--- src/rtl/shift_encode_pipe.sv ---
// Two-stage pipelined shift/rotate followed by an MSB-first priority encoder, valid/ready both ends.
// Define SHIFT_ENC_POPCNT_EN to add the out_popcnt result port.
module shift_encode_pipe #(
  parameter int unsigned WIDTH = 8,
  parameter int unsigned SHW   = $clog2(WIDTH)
) (
  input  logic             clk,
  input  logic             rst_n,
  input  logic             in_valid,
  output logic             in_ready,
  input  logic [WIDTH-1:0] in_data,
  input  logic [SHW-1:0]   in_shamt,
  input  logic [1:0]       in_mode,
  output logic             out_valid,
  input  logic             out_ready,
  output logic [WIDTH-1:0] out_shifted,
  output logic [SHW-1:0]   out_pe_idx,
  output logic             out_pe_vld
`ifdef SHIFT_ENC_POPCNT_EN
  ,
  output logic [SHW:0]     out_popcnt
`endif
);

  typedef enum logic [1:0] {
    ModeLsl = 2'b00,
    ModeLsr = 2'b01,
    ModeRol = 2'b10,
    ModeRor = 2'b11
  } mode_e;

  logic             s1_valid_q, s1_valid_d;
  logic [WIDTH-1:0] s1_data_q, s1_data_d;
  logic             s2_valid_q, s2_valid_d;
  logic [WIDTH-1:0] s2_data_q, s2_data_d;
  logic [SHW-1:0]   s2_idx_q, s2_idx_d;
  logic             s2_pe_vld_q, s2_pe_vld_d;

  logic             s1_adv, in_fire, s2_load;
  logic [WIDTH-1:0] shifted;
  logic [2*WIDTH-1:0] dbl_l, dbl_r;
  logic [SHW-1:0]   pe_idx;

  assign s1_adv   = !s2_valid_q || out_ready;
  assign in_ready = !s1_valid_q || s1_adv;
  assign in_fire  = in_valid && in_ready;
  assign s2_load  = s1_valid_q && s1_adv;

  // Rotates come from a doubled word so a shamt of 0 never needs a shift by WIDTH.
  always_comb begin
    dbl_l   = {in_data, in_data} << in_shamt;
    dbl_r   = {in_data, in_data} >> in_shamt;
    shifted = in_data;
    unique case (mode_e'(in_mode))
      ModeLsl: shifted = in_data << in_shamt;
      ModeLsr: shifted = in_data >> in_shamt;
      ModeRol: shifted = dbl_l[2*WIDTH-1:WIDTH];
      ModeRor: shifted = dbl_r[WIDTH-1:0];
    endcase
  end

  // Ascending scan: the last set bit seen is the highest, giving MSB-first priority.
  always_comb begin
    pe_idx = '0;
    for (int unsigned i = 0; i < WIDTH; i++) begin
      if (s1_data_q[i]) pe_idx = SHW'(i);
    end
  end

  always_comb begin
    s1_valid_d  = s1_valid_q;
    s1_data_d   = s1_data_q;
    s2_valid_d  = s2_valid_q;
    s2_data_d   = s2_data_q;
    s2_idx_d    = s2_idx_q;
    s2_pe_vld_d = s2_pe_vld_q;
    if (in_fire) begin
      s1_valid_d = 1'b1;
      s1_data_d  = shifted;
    end else if (s1_adv) begin
      s1_valid_d = 1'b0;
    end
    if (s2_load) begin
      s2_valid_d  = 1'b1;
      s2_data_d   = s1_data_q;
      s2_idx_d    = pe_idx;
      s2_pe_vld_d = |s1_data_q;
    end else if (out_ready) begin
      s2_valid_d = 1'b0;
    end
  end

  always_ff @(posedge clk or negedge rst_n) begin
    if (!rst_n) begin
      s1_valid_q  <= 1'b0;
      s1_data_q   <= '0;
      s2_valid_q  <= 1'b0;
      s2_data_q   <= '0;
      s2_idx_q    <= '0;
      s2_pe_vld_q <= 1'b0;
    end else begin
      s1_valid_q  <= s1_valid_d;
      s1_data_q   <= s1_data_d;
      s2_valid_q  <= s2_valid_d;
      s2_data_q   <= s2_data_d;
      s2_idx_q    <= s2_idx_d;
      s2_pe_vld_q <= s2_pe_vld_d;
    end
  end

  assign out_valid   = s2_valid_q;
  assign out_shifted = s2_data_q;
  assign out_pe_idx  = s2_idx_q;
  assign out_pe_vld  = s2_pe_vld_q;

`ifdef SHIFT_ENC_POPCNT_EN
  logic [SHW:0] popcnt, s2_popcnt_q;

  always_comb begin
    popcnt = '0;
    for (int unsigned i = 0; i < WIDTH; i++) begin
      popcnt = popcnt + (SHW+1)'(s1_data_q[i]);
    end
  end

  always_ff @(posedge clk or negedge rst_n) begin
    if (!rst_n) begin
      s2_popcnt_q <= '0;
    end else if (s2_load) begin
      s2_popcnt_q <= popcnt;
    end
  end

  assign out_popcnt = s2_popcnt_q;
`endif

endmodule

--- config.mk ---
export PLATFORM = sky130hd
export DESIGN_NAME = shift_encode_pipe
export DESIGN_NICKNAME = d
export VERILOG_FILES = /design/src/rtl/shift_encode_pipe.sv
export SDC_FILE = /design/constraint.sdc
export NUM_CORES = 1
export LEC_CHECK = 0
export CORE_MARGIN = 4
export CORE_UTILIZATION = 45
export CTS_CLUSTER_SIZE = 10
export DETAILED_ROUTE_END_ITERATION = 10
export GPL_TIMING_DRIVEN = 0
export PLACE_DENSITY = 0.73
export SYNTH_ARGS = -nofsm -noshare
export SYNTH_HDL_FRONTEND = slang
export SYNTH_SLANG_ARGS = --single-unit
export TNS_END_PERCENT = 30
--- constraint.sdc ---
create_clock -name clk -period 1.2 [get_ports clk]
set_input_delay 0.12 -clock clk [delete_from_list [all_inputs] [get_ports clk]]
set_output_delay 0.12 -clock clk [all_outputs]
set_load 0.05 [all_outputs]
==> Word level (Yosys, flattened, before mapping) <==
Index checks and enable logic that the tools add are counted.
{ "classes": {"n_reduce_logical": 10, "mux": 12, "n_eq_ne": 3, "shift": 4} }
{ "op_table": {"columns": ["op", "count"], "rows": [
  ["$pmux W8 S4", 1],
  ["$mux W3", 6],
  ["$shl A16 B3 Y16", 1],
  ["$shr A16 B3 Y8", 1],
  ["$reduce_or A8 Y1", 1],
  ["$shl A8 B3 Y8", 1],
  ["$shr A8 B3 Y8", 1],
  ["$mux W1", 5],
  ["$eq A2 B2 Y1 const B", 2],
  ["$reduce_bool A2 Y1", 2],
  ["$eq A2 B1 Y1 const B", 1],
  ["$logic_and A1 B1 Y1", 2],
  ["$logic_not A1 Y1", 2],
  ["$logic_not A2 Y1", 1],
  ["$logic_or A1 B1 Y1", 2]
]} }
{ "totals": {"out_inout_bits": 14, "regBits": 22} }

==> Longest topological paths before layout <==
{ "depth": {"ltp_word": 7, "ltp_mapped": 7, "mapped_depth_nobuf": 4} }

==> Least setup slack after synthesis <==
No wires, ideal clock.
{ "synth_path": {"path_kind": "register -> register", "from": "reg s2_valid_q (netlist: out_valid)", "to": "reg s1_data_q[7]", "required_time_ps": 1059, "setup_slack_ps": -896, "setup_time_ps": 141, "t_arrival_ps": 1956, "stages_incl_launch_ff": 6, "path_cell_list": "dfrtp_1 nand3b_1 and2_1 clkbuf_1 o311ai_1 o311ai_1"} }
{ "synth_via": {"elab_chain_len": 4} }
{ "synth_lines": {"columns": ["item", "line_no", "source"], "rows": [
  ["start, declared", "34", "logic s2_valid_q, s2_valid_d;"],
  ["start signal, assigned", "104", "s2_valid_q <= s2_valid_d;"],
  ["$logic_not A1 Y1", "44", "assign s1_adv = !s2_valid_q || out_ready;"],
  ["$logic_or A1 B1 Y1", "44", null],
  ["$logic_or A1 B1 Y1", "45", "assign in_ready = !s1_valid_q || s1_adv;"],
  ["via in_ready", "10", "output logic in_ready,"],
  ["$logic_and A1 B1 Y1", "46", "assign in_fire = in_valid && in_ready;"],
  ["end signal, assigned", "103", "s1_data_q <= s1_data_d;"],
  ["end, declared", "33", "logic [WIDTH-1:0] s1_data_q, s1_data_d;"]
]} }
The timed path passes the listed nets, and every way through them passes these cells.
A chain may end at the register's enable or synchronous reset.

==> Final worst setup path <==
{ "layout_path": {"from": "in in_data[0]", "to": "reg s1_data_q[3]"} }
{ "layout_via": {"elab_chain_len": 2} }
{ "layout_lines": {"columns": ["item", "line_no", "source"], "rows": [
  ["start, declared", "11", "input logic [WIDTH-1:0] in_data,"],
  ["$shr A16 B3 Y8, or another cell as far along", "52", "dbl_r = {in_data, in_data} >> in_shamt;"],
  ["$pmux W8 S4 *", "54", "unique case (mode_e'(in_mode))"]
]} }
Mark *: on every way between the ends. The rest lies on a longest branch, timed or not.

==> metrics <==
outcome complete, but fails checks; failing checks hold timing, setup timing; Psw 0.001127 W; max-slew violations 0; chip width 69.70 um; Yosys top cell area share 32.14%; Avg WL per Cell 16.82 um; FF+latch count, synth 22; core area 3661 um^2; Post-DP HPWL 3083 um; Seq/Total Area, Yosys 32.14%; FMAX 771.1 MHz; Vias/cell 6.096; endpoints failing setup 12; ys async rst share 100.0%; period utilization 108.1%; Data required, critical path 1.34 ns; IR drop worst, VDD 0.0004309 V; Total Routing Usage GR 17.73%; Clock Power Share 15.6%; clk sink count 22; clock latency on the worst-skew pair 0.25 ns; I/O pin total 31; post-route ant nets 0; Die Ht 69.70 um; Post-synth EDFFs 0; Power per Cell Area 1218 nW/um^2; CP startpoint kind input port; Worst Slack Setup Final -0.09681 ns; clk buf depth 2; input/output buffers 27; Worst Path Arrival 1.43 ns; Post-Syn Instances 161; Root Driver clkbuf_8; Reg power frac 36.3%; Logic pwr share 48.0%; unrepaired setup endpoints after global routing true; initial antenna violation count 0; area grow syn2layout 34.92%; global-route wire length before repair 7141 um; RD Place Congestion 0.9039; Net Count, Synth 178; top cells by area, synth dfrtp_1, mux4_2, mux4_1, mux2_2, nand2_1; Initial Utilization 46.79%; number of core rows 22; Hold Crit Class input port to asynchronous set/reset pin; # DRC 0; fill count 293; Int Pwr 0.001688 W; Synth area leader dfrtp_1; Synth warnings 0; Final Util 63.12%; Sw Ratio 40.03%; nature of the critical path endpoint register; synthesized area 1713 um^2; CTS tree done; total grt overflow 0; Final Hold Fails 1; final WL 4187 um; unique cell type count in the Yosys netlist 42; Max FO, Critical Path 6; vias in the first global route 1,564; ratio of cells with drive above 1 in the final layout 43.28%; clk_skew 0.001336 ns; drt first-iter violations 63; Worst slew margin 37.51%; critical path class input port to register; Max H-tree Level 1; worst hold slack -0.0002641 ns; Worst-path clk slew 0.07 ns; slew at the pin with the worst max-slew slack 0.9358 ns; MaxCap Viol Count 0; number of buffers created by CTS 3; leak pwr 0.9299 nW; via count 1,518; layout net count 219; post-placement cell count 236; 1st-pass router iterations 4; Mean Syn Cell Area 10.64 um^2; min cycle time layout 1.297 ns; die area 4857 um^2; n_diodes 0; Non-Filler Instances 249; Synth Flop Type dfrtp_1; largest net degree at the start of global routing 23
[power groups by stage]
stage | sequential (W) | clock (W) | combinational, W
3_5_place_dp | 0.00104 | 0 | 0.00128
5_1_grt | 0.00105 | 0.000487 | 0.00143
2_1_floorplan | 0.00141 | 0 | 0.000478
6_report | 0.00102 | 0.000440 | 0.00135
4_1_cts | 0.00102 | 0.000456 | 0.00131
3_3_place_gp | 0.00102 | 0 | 0.00126
[worst paths after layout]
| check | from | end | slack [ns] | cells after the start |
|---|---|---|---|---|
| setup / recovery | in_data[0] | s1_data_q[3]$_DFFE_PN0P_ | -0.1 | 6 |
| max in group asynchronous | rst_n | out_valid$_DFFE_PN0P_ | 0.57 | 1 |
| min in group clk | in_shamt[2] | s1_data_q[5]$_DFFE_PN0P_ | 0.35 | 4 |
| hold / removal | rst_n | out_shifted[2]$_DFFE_PN0P_ | -0.0003 | 1 |
| setup reg to reg | out_valid$_DFFE_PN0P_ | s1_data_q[4]$_DFFE_PN0P_ | -0.06 | 4 |
| hold reg to reg | out_pe_vld$_DFFE_PN0P_ | out_pe_vld$_DFFE_PN0P_ | 0.48 | 1 |
[cells by family (layout without fill, tap and decap cells)]
group                  Yosys count  count (layout)  synth area share, %
AO/OA/AOI/OAI                   37              37                15.19
AND/OR/NAND/NOR                 55              55                16.73
buffers and inverters           17              57                5.405
multiplexers                    30              30                30.53
flip-flops                      22              22                32.14
[area by class of cell]
type	instances	area, um^2	share of cell area (%)
well taps	48	60.06	2.599
plain buffers	13	115.1	4.981
multi-input cells	122	1192	51.60
inverters	3	11.26	0.4873
repair buffers	37	335.3	14.51
clock buffers	4	45.04	1.949
flip-flops and latches	22	551.8	23.88
[synthesized netlist by cell type (2+ instances only)]
master and count:
a21o_1 3, nand2b_1 7, mux2_2 10, nor2_1 8, buf_2 2, a22o_1 2, nand2_1 14, inv_1 3
nor4_1 3, buf_4 2, a211oi_1 3, a21oi_1 8, o311ai_1 2, clkbuf_1 8, nand3_1 5, a31oi_1 4
nor2b_1 5, mux4_2 9, mux4_1 6, mux2i_1 5, nor4b_1 2, dfrtp_1 22, nor3b_1 2, o21ai_0 3
nor3_1 4, a32oi_1 3
[stage by stage]
stage          area, um^2  setup slack [ns]  power, W  setup TNS (ns)
2_1_floorplan        1724           -0.6298  0.001884          -6.586
3_3_place_gp         2054           -0.7914  0.002287          -11.57
3_5_place_dp         2054           -0.8234  0.002314          -13.23
4_1_cts              2238          -0.06621  0.002791         -0.3434
5_1_grt              2311           -0.1261  0.002968          -1.284
6_report             2311          -0.09681  0.002814         -0.4656
[cell usage in the layout, fill, tap and decap left out, types with 2 or more instances in the layout]
cell type / instances
nor4b_2: 2
nor2_1: 7
buf_6: 3
nor4_4: 2
dlygate4sd2_1: 2
nor2b_1: 5
a31oi_1: 4
mux2i_1: 4
nand3_1: 5
mux2_2: 9
a21o_1: 3
nor3_1: 4
dfrtp_1: 21
clkbuf_1: 3
nand2_1: 12
o21ai_0: 3
a21oi_2: 3
buf_2: 9
mux4_1: 4
clkbuf_4: 2
buf_4: 12
a211oi_1: 2
a21oi_1: 5
o311ai_2: 2
a32oi_1: 3
nand2b_1: 7
clkdlybuf4s50_1: 2
inv_1: 3
a22o_1: 2
clkbuf_8: 5
clkdlybuf4s15_2: 13
mux4_2: 11
nand2_4: 2
[repair_timing]
item                                    CTS  global route
hold buffers                              0             0
pin swaps                                12             6
endpoints found under the setup margin   28            36
setup buffers                             8             2
resized for setup                       116            11
[metal layers]
metal  global-route usage [%]  share of wire [%]
met1                    19.29                 39
met2                    34.22                 53
met3                    2.174                5.3
met4                    7.234                2.5
met5                        0                  0
[worst max-delay path, stage by stage]
cell and delay [ns]:
buf_2 0.12, clkbuf_8 0.14, mux4_2 0.49, nor3b_4 0.18
nor4_4 0.30, a21oi_2 0.08
[state kept, by name, indices dropped and copies added (netlist names)]
name / flops
out_pe_idx: 3
out_valid: 1
s1_data_q: 8
out_shifted: 8
out_pe_vld: 1
s1_valid_q: 1
(Power assumes the default switching activity.)
==> variant 1 (same settings) <==
The option `SHIFT_ENC_POPCNT_EN` is turned on by a define.
--- a/src/rtl/shift_encode_pipe.sv
+++ b/src/rtl/shift_encode_pipe.sv
@@ -1,5 +1,7 @@
 // Two-stage pipelined shift/rotate followed by an MSB-first priority encoder, valid/ready both ends.
 // Define SHIFT_ENC_POPCNT_EN to add the out_popcnt result port.
+`define SHIFT_ENC_POPCNT_EN
+
 module shift_encode_pipe #(
   parameter int unsigned WIDTH = 8,
   parameter int unsigned SHW   = $clog2(WIDTH)
Behaviour (old outputs only; new: out_popcnt): unchanged (Yosys induction, for registers that start in step).
==> variant 1 against the original RTL <==
  * Count of clock-buffer cells in the layout decreased by 1
  * Via count increased by 31%
  * The run ends with setup timing left
  * Cell count increased by 27%
  * Sequential cell count increased by 4
  * Wire length increased by 43%
  * Synthesized area increased by 16%
  * Critical path type is now reg2reg
  * Critical path depth increased by 3
  * Cell area increased by 25%
  * Critical endpoint is now out_popcnt[1]
  * Worst setup slack got worse by 1.6 ns
  * Power increased by 55%
  * Non-clock buffer count increased by 16
==> variant 1: results (changes against the original RTL) <==
finish:
  num_antenna_cells: 0  # unchanged
  drive_above_1_share: 0.401  # -0.0321
  nFillCells: 311  # +6.1%
  finalNonFillerCells: 317  # +27%
worst_hold_path:
  hp-class: "in2async"
global_routing:
  antenna_found_initial: 0  # unchanged
  grt_pass1_wl_mm: 9.41  # +32%
  grt_remaining_overflow: 0  # unchanged
  grt_pass1_vias: 1914  # +22%
  grt_max_degree: 27  # +17%
  grt_usage: 0.220  # +0.0432
power_and_ir_drop:
  p_sw_frac: 0.425  # +0.0250
  power_leakage_nw: 1.26  # +35%
  vdd_drop_max_uv: 668  # +55%
timing:
  timing.final.ws_setup_ns: -1.66  # -1.56 ns
  slew_headroom: 0.236  # -0.139
  hold_ws_ns: 0.142  # +0.142 ns
  final.setup_skew_ns: 0.00918  # +0.00784 ns
  setup_violations: 13  # +1
synth:
  synthFlopType: "dfrtp_1"
  ys_seq_area_frac: 0.327  # +0.00544
  synth.most_common_cell: "dfrtp_1"
  syn-num-nets: 238  # +34%
  yosysUniqueCellTypes: 44  # +4.8%
  synthTopCellsByCount: "26 x dfrtp_1, 21 x nand2_1, 20 x mux2i_1"
  synthArstFlopShare: 1.00  # unchanged
  syn_inst: 213  # +32%
  synth_area_leaders: "dfrtp_1 33%, mux2i_1 10%, mux4_2 7.9%"
  yosysWarnings: 0  # unchanged
detailed_routing:
  dr.pass1.iters: 5  # +1
  vias_per_cell: 6.26  # +2.6%
  wire_per_inst_um: 18.9  # +13%
  drt_iter0_drc: 160  # +150%
cts:
  clk_pin_slew_ns: 0.10  # +0.03 ns
  cts_root_buf: "clkbuf_8"
  clk_path_buf_depth: 2  # unchanged
  clkLatencyLatePin_ns: 0.28  # +0.03 ns
  cts_made_buffers: 3  # unchanged
  htree_levels: 1  # unchanged
placement:
  postPlaceCellArea_um2: 2410  # +17%
  port_buffers: 31  # +15%
  place_inst: 294  # +25%
  hpwl_mm: 3.77  # +22%
  place_congestion: 0.893  # -1.2%
setup_path:
  rr_worst_depth: 9  # +5
  crit_path_start: "s1_data_q[0]"
  crit_arrival_ns: 3.03  # +1.60 ns
  cpMaxStageDelayCell: "fa_1"
  critPathTopFamily: "adder cells"
  critical_path_class: "reg2reg"
  r2r_end: "out_popcnt[1]"
  max_stage_delay_ns: 0.55  # +0.06 ns
  cp_max_fo: 2  # -4
status:
  status: "complete, but fails checks"
  violations: "setup timing"
==> variant 1: cell type report <==
cell class                      count  area (µm²)  share of cell area
Clock inverter                      1        30.0              0.0104
Tap cell                           50        62.6              0.0217
Sequential cell                    26         652               0.226
Buffer                             16         178              0.0616
Timing Repair Buffer               50         527               0.183
Inverter                           14        56.3              0.0195
Multi-Input combinational cell    157        1340               0.464
Clock buffer                        3        41.3              0.0143
==> variant 1: worst min-delay path by stage <==
| stage | depth (start not counted) | startpoint | to |
|---|---|---|---|
| after floorplan | 0 | rst_n | out_pe_idx[0] |
| final | 1 | rst_n | out_shifted[6] |
| after global routing | 4 | in_mode[0] | s1_data_q[3] |
| after global placement | 2 | out_shifted[0] | out_shifted[0] |
| after CTS | 4 | in_mode[0] | s1_data_q[3] |
| after detailed placement | 2 | out_shifted[4] | out_shifted[4] |
==> variant 1: what timing repair did <==
| item | CTS | global route |
|---|---|---|
| pin swaps | 6 | 4 |
| endpoints found under the setup margin | 67 | 26 |
| cloned | 4 | 0 |
| gates resized for setup | 136 | 16 |
| setup buffers | 12 | 3 |
| hold buffers | 0 | 0 |
==> variant 1: power by group through the flow <==
| stage | Clock (mW) | Sequential [mW] | Combinational, mW |
|---|---|---|---|
| after floorplan | 0 | 1.81 | 0.983 |
| after global placement | 0 | 1.25 | 2.18 |
| after detailed placement | 0 | 1.26 | 2.18 |
| after CTS | 0.746 | 1.24 | 2.29 |
| after global routing | 0.777 | 1.28 | 2.56 |
| final | 0.738 | 1.25 | 2.36 |
==> variant 1: logic make-up (layout without fill, tap and decap cells) <==
group,Yosys count,in the layout,share of synthesized area
simple gates,62,62,0.151
fa+ha+maj,8,8,0.0654
buf+inv,30,84,0.0704
compound gates,55,55,0.180
mux,31,31,0.202
flops,26,26,0.327
xor+xnor,1,1,0.00440
==> variant 1: through the flow <==
stage          power, mW  setup TNS (ns)  utilization
2_1_floorplan       2.79          -13.54            -
3_3_place_gp        3.43          -29.02        0.582
3_5_place_dp        3.44          -29.40        0.582
4_1_cts             4.28           -6.80        0.680
5_1_grt             4.61           -7.92        0.696
6_report            4.35           -7.13        0.696
==> variant 1: metal layers <==
layer | vias up | GRT usage | part of all wire
met5 | - | 0 | 0
met4 | 0 | 0.0711 | 0.022
met3 | 17 | 0.0608 | 0.092
li1 | 888 | - | -
met2 | 120 | 0.342 | 0.47
met1 | 958 | 0.299 | 0.41
==> variant 2 (config.mk and constraints unchanged) <==
Made on the original files. Take the reset off `s1_data_q` and load it in a clocked block of its own.
--- a/src/rtl/shift_encode_pipe.sv
+++ b/src/rtl/shift_encode_pipe.sv
@@ -93,19 +93,21 @@
   always_ff @(posedge clk or negedge rst_n) begin
     if (!rst_n) begin
       s1_valid_q  <= 1'b0;
-      s1_data_q   <= '0;
       s2_valid_q  <= 1'b0;
       s2_data_q   <= '0;
       s2_idx_q    <= '0;
       s2_pe_vld_q <= 1'b0;
     end else begin
       s1_valid_q  <= s1_valid_d;
-      s1_data_q   <= s1_data_d;
       s2_valid_q  <= s2_valid_d;
       s2_data_q   <= s2_data_d;
       s2_idx_q    <= s2_idx_d;
       s2_pe_vld_q <= s2_pe_vld_d;
     end
+  end
+
+  always_ff @(posedge clk) begin
+    s1_data_q <= s1_data_d;
   end
 
   assign out_valid   = s2_valid_q;
Check against the original RTL: same outputs for any inputs over 10 cycles, from zero or initial values and one cycle with rst_n low; that may be too few to reach the edited logic, so the function may still have changed.
==> variant 2 against the original RTL <==
  * The run ends with setup timing left
  * Maximum frequency rose by 3.4%
  * Non-clock buffer count fell by 9
  * Sequential cell count did not move
  * Synthesized area fell by 8.7%
  * Clock skew barely moved
  * Global-route usage rose by 1.7 points
  * Power fell by 19%
  * Critical path depth fell by 1
  * Cell area fell by 14%
  * Wire length fell by 4.0%
  * Clock power fell by 26%
  * Critical path type unchanged
  * Worst setup slack improved by 0.043 ns
  * Hold slack improved by 0.19 ns
==> variant 2: results (changes against the original RTL) <==
synth:
  syn-num-nets: 171  # -3.9%
  synthTopCellsByCount: "14 x dfrtp_1, 14 x nand2_1, 12 x mux2i_1"
  synthMuxAreaShare: 0.222  # -0.0829
  avgSynthCellArea_um2: 10.2  # -4.5%
  synth_enable_flop_cells: 8  # +8
  synth_area_leaders: "dfrtp_1 22%, edfxtp_1 15%, mux2_2 7.9%"
  synthArstFlopShare: 0.636  # -0.364
  synth_compound_area_frac: 0.194  # +0.0425
  yosysUniqueCellTypes: 48  # +14%
setup_path:
  crit_arrival_ns: 1.30  # -0.13 ns
  cp_max_fo: 4  # -2
  cpMaxStageDelayCell: "a221o_1"
  max_stage_delay_ns: 0.36  # -0.13 ns
  critPathTopFamily: "compound AO/OA/AOI/OAI gates"
  worst-r2r-setup-slack_ns: 0  # +0.06 ns
  crit_path_start: "in_data[4]"
  rr_worst_depth: 3  # -1
  r2r_end: "out_pe_vld"
  reg2reg_from: "s1_data_q[7]"
power_and_ir_drop:
  power_leakage_nw: 0.819  # -12%
  vdd_drop_max_uv: 390  # -9.5%
timing:
  worst_slew_pin_slew_ns: 0.598  # -0.337 ns
  final.setup_skew_ns: 0.00103  # -0.000309 ns
  timing.final.ws_setup_ns: -0.0536  # +0.0432 ns
  setup_violations: 4  # -8
detailed_routing:
  routed_wl_mm: 4.02  # -4.0%
  drt_iter0_drc: 73  # +16%
  via_count: 1422  # -6.3%
global_routing:
  grt_pass1_wl_mm: 6.71  # -6.0%
  grt_pass1_vias: 1451  # -7.2%
  grt_usage: 0.195  # +0.0174
  grt_max_degree: 15  # -35%
placement:
  place_congestion: 0.938  # +3.8%
  postPlaceCellArea_um2: 1900  # -7.5%
cts:
  clk_pin_slew_ns: 0.11  # +0.04 ns
  cts_root_buf: "clkbuf_4"
  clkLatencyLatePin_ns: 0.29  # +0.04 ns
finish:
  drive_above_1_share: 0.367  # -0.0658
  multiInputGateArea_um2: 966  # -19%
  num-nets-final: 206  # -5.9%
  nFillCells: 311  # +6.1%
status:
  violations: "setup timing"
  status: "complete, but fails checks"
## variant 2: cell types whose count changed after synthesis, moves of 3 or more
cell      unedited run  this run
mux2_4               0         3
mux2i_1              5        12
mux4_2               9         1
buf_2                2         5
nand3_1              5         1
clkbuf_1             8         2
dfrtp_1             22        14
edfxtp_1             0         8
mux4_1               6         0
## variant 2: worst register-to-register path, cell delays in order (launching register included)
cell and delay, ns:
edfxtp_1 0.49, nor4_4 0.33, a31oi_1 0.12, a21o_1 0.16
## variant 2: worst min-delay path by stage
stage	startpoint	end	slack, ns
global placement	out_shifted[3]	out_shifted[3]	0.46
global route	rst_n	out_shifted[0]	0.21
CTS	rst_n	out_shifted[1]	0.20
floorplan	rst_n	out_pe_idx[0]	-0.18
detailed placement	out_shifted[3]	out_shifted[3]	0.47
finish	rst_n	out_shifted[0]	0.19
## variant 2: timing repair
item,in CTS,in global routing
gates cloned,0,1
buffers inserted,0,2
pin swaps,1,3
gates resized for setup,69,35
setup endpoints to repair,24,19
hold buffers,0,0
## variant 2: kinds of logic (layout without fill, tap and decap cells)
kind of cell | Yosys count | in the layout
multiplexers | 30 | 30
AO/OA/AOI/OAI | 41 | 41
buffers and inverters | 15 | 49
flip-flops | 22 | 22
AND/OR/NAND/NOR | 46 | 46
## variant 2: cell type report
| cell class | count | area share |
|---|---|---|
| inverters | 4 | 0.00754 |
| plain buffers | 11 | 0.0427 |
| clock buffers | 4 | 0.0132 |
| flip-flops and latches | 22 | 0.297 |
| repair buffers | 30 | 0.126 |
| multi-input cells | 117 | 0.485 |
| well taps | 46 | 0.0289 |
## variant 2: metal layers
layer | vias up | GRT usage | wire length, µm
met5 | - | 0 | 0
met4 | 0 | 0.109 | 157
met3 | 16 | 0.0202 | 231
met2 | 66 | 0.350 | 2040
met1 | 679 | 0.222 | 1590
li1 | 661 | - | -
## variant 2: per-stage QoR
step / setup TNS, ns / utilization / setup WS, ns
final: -0.0678 / 0.597 / -0.0536
after global routing: -0.423 / 0.597 / -0.124
after floorplan: -4.30 / - / -0.392
after detailed placement: -8.19 / 0.570 / -0.635
after CTS: -0.444 / 0.596 / -0.0863
after global placement: -7.85 / 0.570 / -0.620
## variant 2: power by group
group / internal [mW] / switching [mW]
clock network: 0.129 / 0.197
logic: 0.350 / 0.619
registers: 0.899 / 0.0715
